<file path="src/rtl/pcm_sample_scheduler_pkg.sv">
// Shared codes for the PCM sample scheduler: source-select values, FSM state
// encodings and the saturating underrun counter step.
package pcm_sample_scheduler_pkg;

   typedef logic [1:0] sel_t;
   typedef logic [1:0] state_t;

   localparam sel_t SEL_SRC0 = 2'd0;
   localparam sel_t SEL_SRC1 = 2'd1;
   localparam sel_t SEL_PRIO = 2'd2;
   localparam sel_t SEL_MUTE = 2'd3;

   localparam state_t ST_IDLE  = 2'd0;
   localparam state_t ST_FETCH = 2'd1;
   localparam state_t ST_UNDER = 2'd2;
   localparam state_t ST_MUTE  = 2'd3;

   function automatic logic [7:0] sat_inc8(input logic [7:0] v);
      return (v == 8'hFF) ? v : v + 8'd1;
   endfunction

endpackage

</file>
<file path="src/rtl/pcm_sample_scheduler_if.sv">
// Bus between the sound sources / hdmi_tx side and the PCM sample scheduler.
interface pcm_sample_scheduler_if #(
   parameter int PCM_WIDTH = 24
);
   // Handshake: a sample transfers on every cycle where srcN_valid and srcN_ready
   // are both high. ready is only raised while a fetch is pending; in priority
   // mode it may depend on valid, so sources must not wait for ready before valid.
   logic [1:0]           sel;
   logic                 src0_valid;
   logic                 src0_ready;
   logic [PCM_WIDTH-1:0] src0_l;
   logic [PCM_WIDTH-1:0] src0_r;
   logic                 src1_valid;
   logic                 src1_ready;
   logic [PCM_WIDTH-1:0] src1_l;
   logic [PCM_WIDTH-1:0] src1_r;
   logic                 pcm_fs;
   logic [PCM_WIDTH-1:0] pcm_l;
   logic [PCM_WIDTH-1:0] pcm_r;
   logic [7:0]           underrun_count;
   logic [1:0]           dbg_state;

   modport slave (
      input  sel, src0_valid, src0_l, src0_r, src1_valid, src1_l, src1_r,
      output src0_ready, src1_ready, pcm_fs, pcm_l, pcm_r, underrun_count, dbg_state
   );

   modport master (
      output sel, src0_valid, src0_l, src0_r, src1_valid, src1_l, src1_r,
      input  src0_ready, src1_ready, pcm_fs, pcm_l, pcm_r, underrun_count, dbg_state
   );
endinterface

</file>
<file path="src/rtl/pcm_sample_scheduler_fs_phase_accum.sv">
// Fractional phase accumulator: emits a one-cycle tick at an exact average rate
// FS_NUM/CLK_DEN of clk, and a registered ~50% duty sample strobe.
module fs_phase_accum #(
   parameter int FS_NUM    = 441,
   parameter int CLK_DEN   = 742500,
   parameter int ACC_WIDTH = 20
) (
   input  logic clk,
   input  logic reset_n,
   output logic tick,
   output logic pcm_fs
);
   localparam logic [ACC_WIDTH-1:0] INC  = ACC_WIDTH'(FS_NUM);
   localparam logic [ACC_WIDTH-1:0] DEN  = ACC_WIDTH'(CLK_DEN);
   localparam logic [ACC_WIDTH-1:0] HALF = ACC_WIDTH'(CLK_DEN / 2);

   logic [ACC_WIDTH-1:0] acc_q;
   logic [ACC_WIDTH-1:0] sum;
   logic [ACC_WIDTH-1:0] acc_nxt;

   always_comb begin
      sum     = acc_q + INC;
      tick    = (sum >= DEN);
      acc_nxt = tick ? (sum - DEN) : sum;
   end

   // Strobe falls once the phase passes half a sample period.
   always_ff @(posedge clk) begin
      if (!reset_n) begin
         acc_q  <= '0;
         pcm_fs <= 1'b0;
      end else begin
         acc_q  <= acc_nxt;
         pcm_fs <= tick | (pcm_fs & (acc_nxt < HALF));
      end
   end
endmodule

</file>
<file path="src/rtl/pcm_sample_scheduler.sv">
// Audio sample scheduler: on every sample tick fetches one stereo sample from
// the selected source and presents it to hdmi_tx, logging failed fetches.
module pcm_sample_scheduler
   import pcm_sample_scheduler_pkg::*;
#(
   parameter int FS_NUM    = 441,
   parameter int CLK_DEN   = 742500,
   parameter int ACC_WIDTH = 20,
   parameter int PCM_WIDTH = 24,
   parameter int TIMEOUT   = 64,
   parameter int HOLD_LAST = 0
) (
   input logic                     clk,
   input logic                     reset_n,
   pcm_sample_scheduler_if.slave   bus
);
   localparam int WAIT_W = $clog2(TIMEOUT + 1);
   localparam logic [WAIT_W-1:0] WAIT_LAST = WAIT_W'(TIMEOUT - 1);

   logic                 tick;
   logic                 pcm_fs;
   state_t               state_q;
   sel_t                 sel_q;
   logic [WAIT_W-1:0]    wait_q;
   logic [PCM_WIDTH-1:0] pcm_l_q;
   logic [PCM_WIDTH-1:0] pcm_r_q;
   logic [7:0]           under_q;
   logic                 grant0, grant1;
   logic                 ready0, ready1;
   logic                 hs0, hs1;

   fs_phase_accum #(
      .FS_NUM   (FS_NUM),
      .CLK_DEN  (CLK_DEN),
      .ACC_WIDTH(ACC_WIDTH)
   ) u_accum (
      .clk    (clk),
      .reset_n(reset_n),
      .tick   (tick),
      .pcm_fs (pcm_fs)
   );

   // Priority mode falls back to src0 when neither source has data.
   always_comb begin
      grant0 = 1'b0;
      grant1 = 1'b0;
      case (sel_q)
         SEL_SRC0: grant0 = 1'b1;
         SEL_SRC1: grant1 = 1'b1;
         SEL_PRIO: begin
            if (bus.src0_valid)      grant0 = 1'b1;
            else if (bus.src1_valid) grant1 = 1'b1;
            else                     grant0 = 1'b1;
         end
         default: ;
      endcase
      ready0 = (state_q == ST_FETCH) & grant0;
      ready1 = (state_q == ST_FETCH) & grant1;
      hs0    = ready0 & bus.src0_valid;
      hs1    = ready1 & bus.src1_valid;
   end

   always_ff @(posedge clk) begin
      if (!reset_n) begin
         state_q <= ST_IDLE;
         sel_q   <= SEL_SRC0;
         wait_q  <= '0;
         pcm_l_q <= '0;
         pcm_r_q <= '0;
         under_q <= '0;
      end else begin
         case (state_q)
            ST_IDLE: begin
               if (tick) begin
                  sel_q   <= bus.sel;
                  wait_q  <= '0;
                  state_q <= (bus.sel == SEL_MUTE) ? ST_MUTE : ST_FETCH;
               end
            end
            ST_FETCH: begin
               if (hs0) begin
                  pcm_l_q <= bus.src0_l;
                  pcm_r_q <= bus.src0_r;
                  state_q <= ST_IDLE;
               end else if (hs1) begin
                  pcm_l_q <= bus.src1_l;
                  pcm_r_q <= bus.src1_r;
                  state_q <= ST_IDLE;
               end else if (wait_q == WAIT_LAST) begin
                  state_q <= ST_UNDER;
               end else begin
                  wait_q <= wait_q + WAIT_W'(1);
               end
            end
            ST_UNDER: begin
               if (HOLD_LAST == 0) begin
                  pcm_l_q <= '0;
                  pcm_r_q <= '0;
               end
               state_q <= ST_IDLE;
            end
            default: begin
               pcm_l_q <= '0;
               pcm_r_q <= '0;
               state_q <= ST_IDLE;
            end
         endcase
         // A tick landing outside IDLE is dropped and counted as a failed fetch.
         if ((state_q == ST_UNDER) || (tick && (state_q != ST_IDLE)))
            under_q <= sat_inc8(under_q);
      end
   end

   assign bus.src0_ready     = ready0;
   assign bus.src1_ready     = ready1;
   assign bus.pcm_fs         = pcm_fs;
   assign bus.pcm_l          = pcm_l_q;
   assign bus.pcm_r          = pcm_r_q;
   assign bus.underrun_count = under_q;
   assign bus.dbg_state      = state_q;
endmodule

</file>
<file path="src/flat_wrapper.sv">
// flat-port wrapper written by rule: the top's interface ports become plain ports
module pcm_sample_scheduler_flat import pcm_sample_scheduler_pkg::*;
#(
   parameter int FS_NUM    = 441,
   parameter int CLK_DEN   = 742500,
   parameter int ACC_WIDTH = 20,
   parameter int PCM_WIDTH = 24,
   parameter int TIMEOUT   = 64,
   parameter int HOLD_LAST = 0
)
  (clk, reset_n, bus_sel, bus_src0_valid, bus_src0_l, bus_src0_r, bus_src1_valid, bus_src1_l, bus_src1_r, bus_src0_ready, bus_src1_ready, bus_pcm_fs, bus_pcm_l, bus_pcm_r, bus_underrun_count, bus_dbg_state);
  pcm_sample_scheduler_if #(.PCM_WIDTH(PCM_WIDTH)) bus_i ();
  input logic clk;
  input logic reset_n;
  input wire logic [$bits(bus_i.sel)-1:0] bus_sel;
  input wire logic [$bits(bus_i.src0_valid)-1:0] bus_src0_valid;
  input wire logic [$bits(bus_i.src0_l)-1:0] bus_src0_l;
  input wire logic [$bits(bus_i.src0_r)-1:0] bus_src0_r;
  input wire logic [$bits(bus_i.src1_valid)-1:0] bus_src1_valid;
  input wire logic [$bits(bus_i.src1_l)-1:0] bus_src1_l;
  input wire logic [$bits(bus_i.src1_r)-1:0] bus_src1_r;
  output wire logic [$bits(bus_i.src0_ready)-1:0] bus_src0_ready;
  output wire logic [$bits(bus_i.src1_ready)-1:0] bus_src1_ready;
  output wire logic [$bits(bus_i.pcm_fs)-1:0] bus_pcm_fs;
  output wire logic [$bits(bus_i.pcm_l)-1:0] bus_pcm_l;
  output wire logic [$bits(bus_i.pcm_r)-1:0] bus_pcm_r;
  output wire logic [$bits(bus_i.underrun_count)-1:0] bus_underrun_count;
  output wire logic [$bits(bus_i.dbg_state)-1:0] bus_dbg_state;
  assign bus_i.sel = bus_sel;
  assign bus_i.src0_valid = bus_src0_valid;
  assign bus_i.src0_l = bus_src0_l;
  assign bus_i.src0_r = bus_src0_r;
  assign bus_i.src1_valid = bus_src1_valid;
  assign bus_i.src1_l = bus_src1_l;
  assign bus_i.src1_r = bus_src1_r;
  assign bus_src0_ready = bus_i.src0_ready;
  assign bus_src1_ready = bus_i.src1_ready;
  assign bus_pcm_fs = bus_i.pcm_fs;
  assign bus_pcm_l = bus_i.pcm_l;
  assign bus_pcm_r = bus_i.pcm_r;
  assign bus_underrun_count = bus_i.underrun_count;
  assign bus_dbg_state = bus_i.dbg_state;
  pcm_sample_scheduler #(.FS_NUM(FS_NUM), .CLK_DEN(CLK_DEN), .ACC_WIDTH(ACC_WIDTH), .PCM_WIDTH(PCM_WIDTH), .TIMEOUT(TIMEOUT), .HOLD_LAST(HOLD_LAST)) u_core (.clk(clk), .reset_n(reset_n), .bus(bus_i));
endmodule
</file>
<file path="config.mk">
export PLATFORM = sky130hd
export DESIGN_NAME = pcm_sample_scheduler_flat
export DESIGN_NICKNAME = d
export VERILOG_FILES = /design/src/rtl/pcm_sample_scheduler_pkg.sv /design/src/rtl/pcm_sample_scheduler_if.sv /design/src/rtl/pcm_sample_scheduler_fs_phase_accum.sv /design/src/rtl/pcm_sample_scheduler.sv /design/src/flat_wrapper.sv
export SDC_FILE = /design/constraint.sdc
export NUM_CORES = 1
export LEC_CHECK = 0
export CORE_MARGIN = 2
export CORE_UTILIZATION = 46
export DETAILED_ROUTE_END_ITERATION = 12
export PLACE_DENSITY = 0.81
export SYNTH_ARGS = -nofsm -noshare
export SYNTH_HDL_FRONTEND = slang
export SYNTH_SLANG_ARGS = --single-unit
</file>
<file path="constraint.sdc">
create_clock -name clk -period 4.61 [get_ports clk]
set_input_delay 1.1525 -clock clk [delete_from_list [all_inputs] [get_ports clk]]
set_output_delay 1.1525 -clock clk [all_outputs]
set_load 0.005 [all_outputs]
</file>
== Yosys cells after proc, flatten, opt, wreduce, memory -nomap -nowiden ==
Index checks and enable logic that the tools add are counted.
Widths: inputs -> output; s select.

* Flip-flop bits (word level): 88
* Output and inout port bits: 61

* Add/sub/neg operators: 4
* Magnitude comparators: 2
* Equal/unequal tests: 13
* Mux-type cells: 24
* Bitwise gates (word level): 8
* Reduce and logical (&&, ||, !) cells: 11

{| class="wikitable"
|+ Operator list
! cell !! number
|-
| $mux 24 || 4
|-
| $pmux 24 s2 || 2
|-
| $mux 7 || 4
|-
| $add 20x9->20 const B || 1
|-
| $ge 20x20->1 const B || 1
|-
| $lt 20x19->1 const B || 1
|-
| $mux 20 || 1
|-
| $sub 20x20->20 const B || 1
|-
| $pmux 7 s2 || 1
|-
| $mux 2 || 5
|-
| $add 8x1->8 const B || 1
|-
| $eq 8x8->1 const B || 1
|-
| $reduce_and 2->1 || 4
|-
| $add 7x1->7 const B || 1
|-
| $eq 7x6->1 const B || 1
|-
| $eq 2x2->1 const B || 3
|-
| $ne 2x2->1 const B || 3
|-
| $and 1x1->1 || 5
|-
| $reduce_and 5->1 || 1
|-
| $eq 2x1->1 const B || 2
|-
| $logic_not 2->1 || 2
|-
| $mux 1 || 4
|-
| $ne 4x2->1 const B || 1
|-
| $pmux 1 s2 || 2
|-
| 8 further kinds || 10
|}

== Longest topological paths before layout ==
Gate-level depths: netlist of run 1.

* Word-level depth: 8
* Depth in mapped cells: 15
* Mapped depth without buffers: 12

== By module ==
From an unflattened synthesis of run 1, not the netlist that was laid out.

* Cells, all modules: 674
* Area total of the unflattened synthesis: 5,569.1 µm²

{| class="wikitable"
|+ By module, submodules not included
! module !! instances !! cells an instance !! area an instance (µm²)
|-
| pcm_sample_scheduler || 1 || 399 || 3,419.5
|-
| fs_phase_accum || 1 || 275 || 2,149.6
|}

== Least setup slack after synthesis of run 1 ==
OpenSTA, ideal clock, no wires.

* Path type: reg2reg
* Start: register u_core.u_accum.acc_q[0]
* End: register u_core.u_accum.pcm_fs
* Arrival: 3.200 ns
* Data required time: 4.488 ns
* Setup slack: 1.288 ns
* Cell stages (with the launch flop): 14
* Buffers on the path: 2
* Clock period less this slack: 3.322 ns
* Cell sequence: dfxtp_1 > ha_1 > buf_6 > a2111o_1 > buf_4 > a21oi_4 > mux2_2 > o22ai_1 > o21a_1 > nand3_2 > and4_1 > and4b_1 > nor4_1 > o311a_1

* Cells in the longest elaborated chain, start to end: 6
* Elaborated cells between the ends (all ways): 7
* Classes of those cells: add/sub: 2; order compare: 2; mux: 1; bitwise: 2

{| class="wikitable"
|+ RTL lines
! what !! line !! text
|-
| start: declaration || pcm_sample_scheduler_fs_phase_accum.sv:17 || <nowiki>logic [ACC_WIDTH-1:0] acc_q;</nowiki>
|-
| start signal: assignment || pcm_sample_scheduler_fs_phase_accum.sv:33 || <nowiki>acc_q <= acc_nxt;</nowiki>
|-
| $add 20x9->20 * || pcm_sample_scheduler_fs_phase_accum.sv:22 || <nowiki>sum = acc_q + INC;</nowiki>
|-
| $sub 20x20->20 or $ge 20x20->1 (tied branches) || pcm_sample_scheduler_fs_phase_accum.sv:24, pcm_sample_scheduler_fs_phase_accum.sv:23 ||
|-
| $mux 20 || pcm_sample_scheduler_fs_phase_accum.sv:24 || <nowiki>acc_nxt = tick ? (sum - DEN) : sum;</nowiki>
|-
| $lt 20x19->1 || pcm_sample_scheduler_fs_phase_accum.sv:34 || <nowiki>pcm_fs <= tick | (pcm_fs & (acc_nxt < HALF));</nowiki>
|-
| $and 1x1->1 || pcm_sample_scheduler_fs_phase_accum.sv:34 ||
|-
| $or 1x1->1 * || pcm_sample_scheduler_fs_phase_accum.sv:34 ||
|-
| end signal: assignment || pcm_sample_scheduler_fs_phase_accum.sv:34 ||
|-
| end: declaration || pcm_sample_scheduler_fs_phase_accum.sv:11 || <nowiki>output logic pcm_fs</nowiki>
|}

Mark *: on every way between the ends. The rest lies on a longest branch, timed or not.
A chain may end at the register's enable or synchronous reset.

== Worst setup path in the final report of run 1 ==
* Start: register u_core.u_accum.acc_q[0]
* End: register u_core.under_q[4], in the netlist u_core.bus.underrun_count[4]

* Cells in the longest elaborated chain, start to end: 5

{| class="wikitable"
|+ RTL lines
! what !! line !! text
|-
| $add 20x9->20 || pcm_sample_scheduler_fs_phase_accum.sv:22 ||
|-
| $ge 20x20->1 || pcm_sample_scheduler_fs_phase_accum.sv:23 || <nowiki>tick = (sum >= DEN);</nowiki>
|-
| $logic_and 1x1->1 || pcm_sample_scheduler.sv:109 || <nowiki>if ((state_q == ST_UNDER) || (tick && (state_q != ST_IDLE)))</nowiki>
|-
| $logic_or 1x1->1 || pcm_sample_scheduler.sv:109 ||
|-
| $reduce_and 2->1 (no line) || - ||
|-
| end signal: assignment || pcm_sample_scheduler.sv:110 || <nowiki>under_q <= sat_inc8(under_q);</nowiki>
|-
| end: declaration || pcm_sample_scheduler.sv:27 || <nowiki>logic [7:0] under_q;</nowiki>
|}

Every way passes these cells.

==> insert_results.sql, run 1 <==
INSERT INTO impl_metrics (metric_group, metric, value, unit) VALUES
('place', 'dpl_worst_slack', '611', 'ps'),
('synthesis', 'post_synth_most_frequent_cells', 'sky130_fd_sc_hd__nor2_1, sky130_fd_sc_hd__dfxtp_1, sky130_fd_sc_hd__nand2_1, sky130_fd_sc_hd__nand3_1, sky130_fd_sc_hd__a311oi_1', ''),
('synthesis', 'synthesis.nets', '730', ''),
('synthesis', 'synth.area.top_cells', 'sky130_fd_sc_hd__dfxtp_1, sky130_fd_sc_hd__a311oi_1, sky130_fd_sc_hd__nor2_1', ''),
('layout', 'areaGrowthSynthToFinish', '37.9', '%'),
('detailed_routing', 'drt_wl_total', '14400', 'um'),
('synthesis', 'synth_xor_area_share', '7.21', '%'),
('cts', 'tritoncts_num_sinks', '88', ''),
('sta', 'finalHoldWorstSlack', '496', 'ps'),
('global_route', 'antenna_violations_before_repair', '0', ''),
('power_and_ir_drop', 'power.static_leakage', '2.13', 'nW'),
('synthesis', 'synthDistinctLibCells', '59', ''),
('synthesis', 'synth_warnings', '0', ''),
('detailed_routing', 'residual_antenna_violating_net_count_after_detailed_routing', '0', ''),
('cts', 'cts_buffer_depth', '2', ''),
('synthesis', 'post_synth_and_or_nand_nor_area_fraction', '28.8', '%'),
('synthesis', 'netlist_area', '4860', 'sq um'),
('setup_path', 'worst_setup_path_startpoint', 'u_core.u_accum.acc_q[0]', ''),
('floorplanning', 'placementRows', '37', ''),
('global_route', 'grt_usage', '24.8', '%'),
('synthesis', 'synth-compound-area-share', '19.5', '%'),
('cts', 'cts_tree', 'yes', ''),
('layout', 'fillers', '907', ''),
('floorplanning', 'dieArea', '11400', 'sq um'),
('place', 'numPortBuffers', '162', ''),
('cts', 'clk_root_buffer_cell', 'sky130_fd_sc_hd__clkbuf_8', ''),
('synthesis', 'synth-async-reset-ratio', '0', '%'),
('sta', 'fin_worst_skew', '9.96', 'ps'),
('synthesis', 'synth_top_cell_area_share', '36.2', '%'),
('synthesis', 'synth_enable_flop_cells', '0', ''),
('sta', 'rsz0062_at_grt', 'no', ''),
('sta', 'slew_headroom', '40.7', '%'),
('setup_path', 'critical_path_required', '4870', 'ps'),
('run_status', 'run_status', 'completed', ''),
('layout', 'diodes', '0', ''),
('power_and_ir_drop', 'fin_total_pwr', '1.69', 'mW'),
('power_and_ir_drop', 'swShare', '31.4', '%'),
('detailed_routing', 'drt_first_iter_violations', '291', ''),
('floorplanning', 'die_height', '107', 'um'),
('power_and_ir_drop', 'vdd_ir_drop_max', '0.159', 'mV'),
('synthesis', 'area_share_of_fa_ha_maj_cells_after_synthesis', '2.32', '%'),
('floorplanning', 'core-area', '10300', 'sq um'),
('setup_path', 'cp-start-kind', 'flip-flop', ''),
('cts', 'post_cts.repair.setup_buffers', '0', ''),
('run', 'timing.max_cap.violations', '0', ''),
('layout', 'layout.cell_area.non_filler', '6700', 'sq um'),
('setup_path', 'worstReg2RegEnd', 'u_core.bus.underrun_count[4]', ''),
('global_route', 'grt_pass1_vias', '4887', ''),
('synthesis', 'largest_family_of_logic_cells_by_synthesized_area', 'simple AND/OR/NAND/NOR gates', ''),
('synthesis', 'synth_ff_type', 'sky130_fd_sc_hd__dfxtp_1', ''),
('synthesis', 'post-synth-top-count-cell', 'sky130_fd_sc_hd__nor2_1', ''),
('sta', 'layout_min_cycle_time', '4060', 'ps'),
('detailed_routing', 'vias', '5095', ''),
('setup_path', 'crit_path_end', 'u_core.bus.underrun_count[4]', ''),
('setup_path', 'worst-r2r-cell-count', '11', ''),
('cts', 'numCtsBuffers', '9', ''),
('global_route', 'grt_max_degree', '97', ''),
('layout', 'proportion_of_layout_cells_with_a_drive_suffix_above_1', '5.17', '%'),
('sta', 'post-route-period-util', '88.1', '%'),
('sta', 'timing_hold_violations_final', '0', ''),
('power_and_ir_drop', 'power.net_switching', '0.529', 'mW'),
('power_and_ir_drop', 'share_clk_of_total_power', '28.6', '%'),
('sta', 'report.final.setup_viol', '0', ''),
('sta', 'timing_max_transition_violations_final', '0', ''),
('floorplanning', 'die_span_x', '107', 'um'),
('power_and_ir_drop', 'p_int', '1.16', 'mW'),
('global_route', 'grt.overflow.total', '0', ''),
('floorplanning', 'io-pin-count', '163', ''),
('power_and_ir_drop', 'power_density', '251', 'nW/um^2'),
('detailed_routing', 'routed_wire_length_per_instance', '16.2', 'um'),
('detailed_routing', 'post-route-drc-count', '0', '');
==> worst max-delay path, cell delays in order (launching register included) <==
cell	delay, ps
sky130_fd_sc_hd__dfxtp_1	450
sky130_fd_sc_hd__ha_1	330
sky130_fd_sc_hd__a2111o_1	380
sky130_fd_sc_hd__a21oi_4	160
sky130_fd_sc_hd__or4b_1	550
sky130_fd_sc_hd__a221o_1	420
sky130_fd_sc_hd__o211ai_4	280
sky130_fd_sc_hd__nand2_1	420
sky130_fd_sc_hd__a21oi_2	490
sky130_fd_sc_hd__nand4_1	180
sky130_fd_sc_hd__xnor2_1	150
sky130_fd_sc_hd__and2_1	150
==> metal layers <==
layer	track usage, %	vias up	part of all wire (%)
li1	-	2494	-
met1	29.0	2360	40
met2	42.4	214	50
met3	8.09	27	7.7
met4	8.63	0	2.2
met5	0	-	0
==> logic make-up after synthesis <==
family | count (synthesis)
AND/OR/NAND/NOR | 297
AO/OA/AOI/OAI | 123
flip-flops | 88
buffers and inverters | 57
XOR/XNOR | 40
adder cells (fa/ha/maj) | 9
multiplexers | 5
==> metrics by stage <==
stage	instances	utilization, %
after floorplan	619	-
final	891	65.2
after CTS	891	65.2
after global routing	891	65.2
after global placement	876	63.6
after detailed placement	876	63.6
==> worst min-delay path by stage <==
stage	slack, ps	from	end	cells after the start
final	500	u_core.sel_q[1]	u_core.sel_q[1]	2
after CTS	500	u_core.sel_q[0]	u_core.sel_q[0]	2
after detailed placement	490	u_core.sel_q[0]	u_core.sel_q[0]	2
after floorplan	450	u_core.sel_q[1]	u_core.sel_q[1]	2
after global placement	470	u_core.u_accum.acc_q[0]	u_core.u_accum.acc_q[0]	1
after global routing	510	u_core.sel_q[0]	u_core.sel_q[0]	2
==> state kept, by name (all words and copies together), names as in the netlist <==
name	flops
u_core.u_accum.acc_q	20
u_core.bus.pcm_l	24
u_core.bus.underrun_count	8
u_core.bus.dbg_state	2
u_core.u_accum.pcm_fs	1
u_core.bus.pcm_r	24
u_core.sel_q	2
u_core.wait_q	7
==> layout by cell type, fill, tap and decap left out, types with 2 or more instances in the layout <==
cell                              count
sky130_fd_sc_hd__clkbuf_8             9
sky130_fd_sc_hd__nand2_1             76
sky130_fd_sc_hd__mux2i_1              3
sky130_fd_sc_hd__nand2b_1             3
sky130_fd_sc_hd__o2111ai_1            3
sky130_fd_sc_hd__a21oi_1             19
sky130_fd_sc_hd__or3_1                4
sky130_fd_sc_hd__nor2_1              89
sky130_fd_sc_hd__o22ai_1              2
sky130_fd_sc_hd__mux2_2               2
sky130_fd_sc_hd__xnor2_1             24
sky130_fd_sc_hd__buf_4                8
sky130_fd_sc_hd__and3_1               7
sky130_fd_sc_hd__o31a_1               4
sky130_fd_sc_hd__clkdlybuf4s50_1    162
sky130_fd_sc_hd__or2_2                4
sky130_fd_sc_hd__clkinvlp_4           3
sky130_fd_sc_hd__and3b_1              2
sky130_fd_sc_hd__inv_6                2
sky130_fd_sc_hd__a311oi_1            50
sky130_fd_sc_hd__dfxtp_1             88
sky130_fd_sc_hd__a31oi_1              5
sky130_fd_sc_hd__xor2_1              16
sky130_fd_sc_hd__o211ai_1             5
sky130_fd_sc_hd__o21a_1               4
sky130_fd_sc_hd__nor3b_1              3
sky130_fd_sc_hd__nand4_1              9
sky130_fd_sc_hd__nor3_1               8
sky130_fd_sc_hd__nand3b_1             2
sky130_fd_sc_hd__nor4_1               7
sky130_fd_sc_hd__o21ai_0             13
sky130_fd_sc_hd__nor2b_1              2
sky130_fd_sc_hd__ha_1                 9
sky130_fd_sc_hd__inv_1                7
sky130_fd_sc_hd__nand3_1             59
sky130_fd_sc_hd__and2_1              14
==> power groups by stage <==
stage	Sequential (mW)	Clock, mW	Combinational [mW]
5_1_grt	0.831	0.527	0.408
6_report	0.826	0.482	0.377
3_5_place_dp	0.842	0	0.367
3_3_place_gp	0.840	0	0.359
2_1_floorplan	0.809	0	0.257
4_1_cts	0.824	0.493	0.370
==> layout make-up <==
| cell class | instances | area, sq um | share of cell area [%] |
|---|---|---|---|
| multi-input combinational | 474 | 2890 | 43.1 |
| tap | 136 | 170 | 2.54 |
| timing repair buffer | 170 | 1680 | 25.1 |
| inverter | 8 | 30.0 | 0.448 |
| clock inverter | 6 | 45.0 | 0.672 |
| clock buffer | 9 | 124 | 1.85 |
| sequential | 88 | 1760 | 26.3 |
Power figures use the tool's default switching activity.
==> run 2: changes to the inputs <==
--- a/config.mk
+++ b/config.mk
@@ -6,9 +6,10 @@
 export NUM_CORES = 1
 export LEC_CHECK = 0
 export CORE_MARGIN = 2
-export CORE_UTILIZATION = 46
+export CORE_UTILIZATION = 48
+export CTS_BUF_LIST = sky130_fd_sc_hd__clkbuf_4 sky130_fd_sc_hd__clkbuf_8
 export DETAILED_ROUTE_END_ITERATION = 12
-export PLACE_DENSITY = 0.81
+export PLACE_DENSITY = 0.84
 export SYNTH_ARGS = -nofsm -noshare
 export SYNTH_HDL_FRONTEND = slang
 export SYNTH_SLANG_ARGS = --single-unit
==> insert_results.sql, run 2 (synthesized netlist as in run 1, its figures left out) <==
INSERT INTO impl_metrics (metric_group, metric, value, unit) VALUES
('run_status', 'run_status', 'completed', ''),
('sta', 'post-route-period-util', '89.3', '%'),
('power_and_ir_drop', 'p_int', '1.28', 'mW'),
('sta', 'slew_headroom', '39.7', '%'),
('layout', 'layout.nets', '862', ''),
('cts', 'post_cts.repair.setup_buffers', '0', ''),
('global_route', 'grt_first_pass_wirelength', '24400', 'um'),
('power_and_ir_drop', 'swShare', '29.9', '%'),
('cts', 'cts_hold_buf', '0', ''),
('layout', 'commonest_cells_after_routing_fill_and_taps_aside', 'sky130_fd_sc_hd__clkdlybuf4s50_1, sky130_fd_sc_hd__nor2_1, sky130_fd_sc_hd__dfxtp_1', ''),
('setup_path', 'critical_path_required', '4890', 'ps'),
('layout', 'layout_commonest_cell', 'sky130_fd_sc_hd__clkdlybuf4s50_1', ''),
('setup_path', 'path_class', 'flip-flop to flip-flop', ''),
('global_route', 'grt_pass1_vias', '5025', ''),
('detailed_routing', 'residual_antenna_violating_net_count_after_detailed_routing', '0', ''),
('cts', 'clk_root_buffer_cell', 'sky130_fd_sc_hd__clkbuf_8', ''),
('detailed_routing', 'vias', '5207', ''),
('setup_path', 'critical_path_endpoint_category', 'flip-flop', ''),
('setup_path', 'critical-path-max-stage-delay', '570', 'ps'),
('sta', 'rsz0062_at_grt', 'no', ''),
('cts', 'worstSkewPairLatency', '370', 'ps'),
('place', 'gp_congestion', '1.01', ''),
('sta', 'fin_worst_skew', '13.4', 'ps'),
('setup_path', 'worst_path_max_delay_cell', 'sky130_fd_sc_hd__or4b_1', ''),
('power_and_ir_drop', 'share_clk_of_total_power', '33.4', '%'),
('floorplanning', 'dieArea', '10900', 'sq um'),
('layout', 'diodes', '0', ''),
('cts', 'cts_tree', 'yes', ''),
('global_route', 'grt.overflow.total', '0', ''),
('power_and_ir_drop', 'fin_total_pwr', '1.82', 'mW'),
('layout', 'regArea', '1760', 'sq um'),
('cts', 'htree_num_levels', '3', ''),
('run', 'timing.max_cap.violations', '0', ''),
('floorplanning', 'placementRows', '36', ''),
('sta', 'finalHoldWorstSlack', '498', 'ps'),
('floorplanning', 'core-area', '9820', 'sq um'),
('sta', 'fin_setup_tns', '0', 'ps'),
('place', 'dpl.hpwl', '10800', 'um'),
('global_route', 'antenna_violations_before_repair', '0', ''),
('power_and_ir_drop', 'vdd_ir_drop_max', '0.222', 'mV'),
('power_and_ir_drop', 'power.static_leakage', '2.16', 'nW'),
('floorplanning', 'floorplan.initialDensity', '49.5', '%'),
('global_route', 'grt_max_degree', '97', ''),
('sta', 'layout_min_cycle_time', '4120', 'ps'),
('sta', 'layout_setup_ws', '491', 'ps'),
('detailed_routing', 'routed_wire_length_per_instance', '16.8', 'um'),
('setup_path', 'timing.critical_path.cells', 'ha_1 -> a2111o_1 -> a21oi_4 -> or4b_1 -> a221o_1 -> o211ai_4 -> nand2_1 -> a21oi_2 -> nand4_1 -> xnor2_1 -> and2_1', ''),
('place', 'numPortBuffers', '162', ''),
('cts', 'cts_buffer_depth', '2', ''),
('layout', 'proportion_of_layout_cells_with_a_drive_suffix_above_1', '5.29', '%'),
('worst_hold_path', 'worstHoldPathType', 'flip-flop to flip-flop', ''),
('detailed_routing', 'drt_first_pass_iters', '5', ''),
('cts', 'tritoncts_num_sinks', '88', ''),
('layout', 'areaGrowthSynthToFinish', '38.9', '%'),
('power_and_ir_drop', 'power.net_switching', '0.544', 'mW'),
('layout', 'multi_input_area', '2890', 'sq um'),
('global_route', 'grt_usage', '27.1', '%'),
('cts', 'numCtsBuffers', '9', ''),
('floorplanning', 'die_span_x', '105', 'um'),
('detailed_routing', 'post-route-drc-count', '0', ''),
('sta', 'fmax', '243', 'MHz'),
('place', 'dpl_worst_slack', '564', 'ps'),
('layout', 'fillers', '815', ''),
('sta', 'max_slew.worst_pin.slew', '904', 'ps'),
('setup_path', 'cp-start-kind', 'flip-flop', ''),
('floorplanning', 'die_height', '105', 'um'),
('detailed_routing', 'via_per_inst', '5.86', ''),
('cts', 'clk_pin_slew', '100', 'ps'),
('power_and_ir_drop', 'flop_pwr_share', '45.5', '%'),
('sta', 'timing_max_transition_violations_final', '0', ''),
('sta', 'timing_hold_violations_final', '0', ''),
('setup_path', 'worst-path-max-fanout', '15', ''),
('detailed_routing', 'drt_wl_total', '14900', 'um'),
('sta', 'report.final.setup_viol', '0', ''),
('floorplanning', 'io-pin-count', '163', ''),
('power_and_ir_drop', 'power_density', '270', 'nW/um^2'),
('cts', 'cts_repair_resized_insts', '0', ''),
('setup_path', 'wp_data_arrival', '4400', 'ps'),
('detailed_routing', 'drt_first_iter_violations', '315', ''),
('power_and_ir_drop', 'comb_power_share', '21.2', '%');
## run 2: final timing paths
path                                               from                      endpoint  slack, ps  cells past startpoint
worst min-delay path               u_core.bus.pcm_r[15]          u_core.bus.pcm_r[15]        500                      2
worst max register to register  u_core.u_accum.acc_q[0]  u_core.bus.underrun_count[6]        490                     11
worst max-delay path            u_core.u_accum.acc_q[0]  u_core.bus.underrun_count[6]        490                     11
worst min register to register     u_core.bus.pcm_r[15]          u_core.bus.pcm_r[15]        500                      2
## run 2: metal layers
metal	vias to the layer above	GRT usage [%]	share of wire, %	wire [um]
met4	0	13.5	3.5	520
met3	43	7.17	8.1	1210
met2	223	47.2	50	7390
met1	2456	30.5	39	5790
met5	-	0	0	0
li1	2485	-	-	-
## run 2: final cells by class
| class | instances | area share, % |
|---|---|---|
| repair buffers | 170 | 24.9 |
| multi-input cells | 474 | 42.8 |
| inverters | 8 | 0.445 |
| flip-flops and latches | 88 | 26.1 |
| clock buffers | 10 | 1.95 |
| clock inverters | 6 | 1.37 |
| well taps | 133 | 2.46 |
## run 2: metrics by stage
step | area [sq um] | cells | utilization [%]
floorplan | 4860 | 619 | -
global placement | 6530 | 873 | 66.5
detailed placement | 6530 | 873 | 66.5
CTS | 6750 | 889 | 68.8
global route | 6750 | 889 | 68.8
finish | 6750 | 889 | 68.8
## run 2: critical path: cells and delay by family, from the launching register on
family	cells	cell delay, ps
fa+ha+maj	1	340
simple gates	4	1310
xor+xnor	1	170
flops	1	450
compound gates	5	1740
## run 2: power groups by stage
| stage | combinational [mW] | sequential (mW) | clock (mW) |
|---|---|---|---|
| after floorplan | 0.257 | 0.809 | 0 |
| after global placement | 0.360 | 0.842 | 0 |
| after detailed placement | 0.368 | 0.844 | 0 |
| after CTS | 0.377 | 0.826 | 0.616 |
| after global routing | 0.417 | 0.832 | 0.651 |
| final | 0.385 | 0.828 | 0.607 |
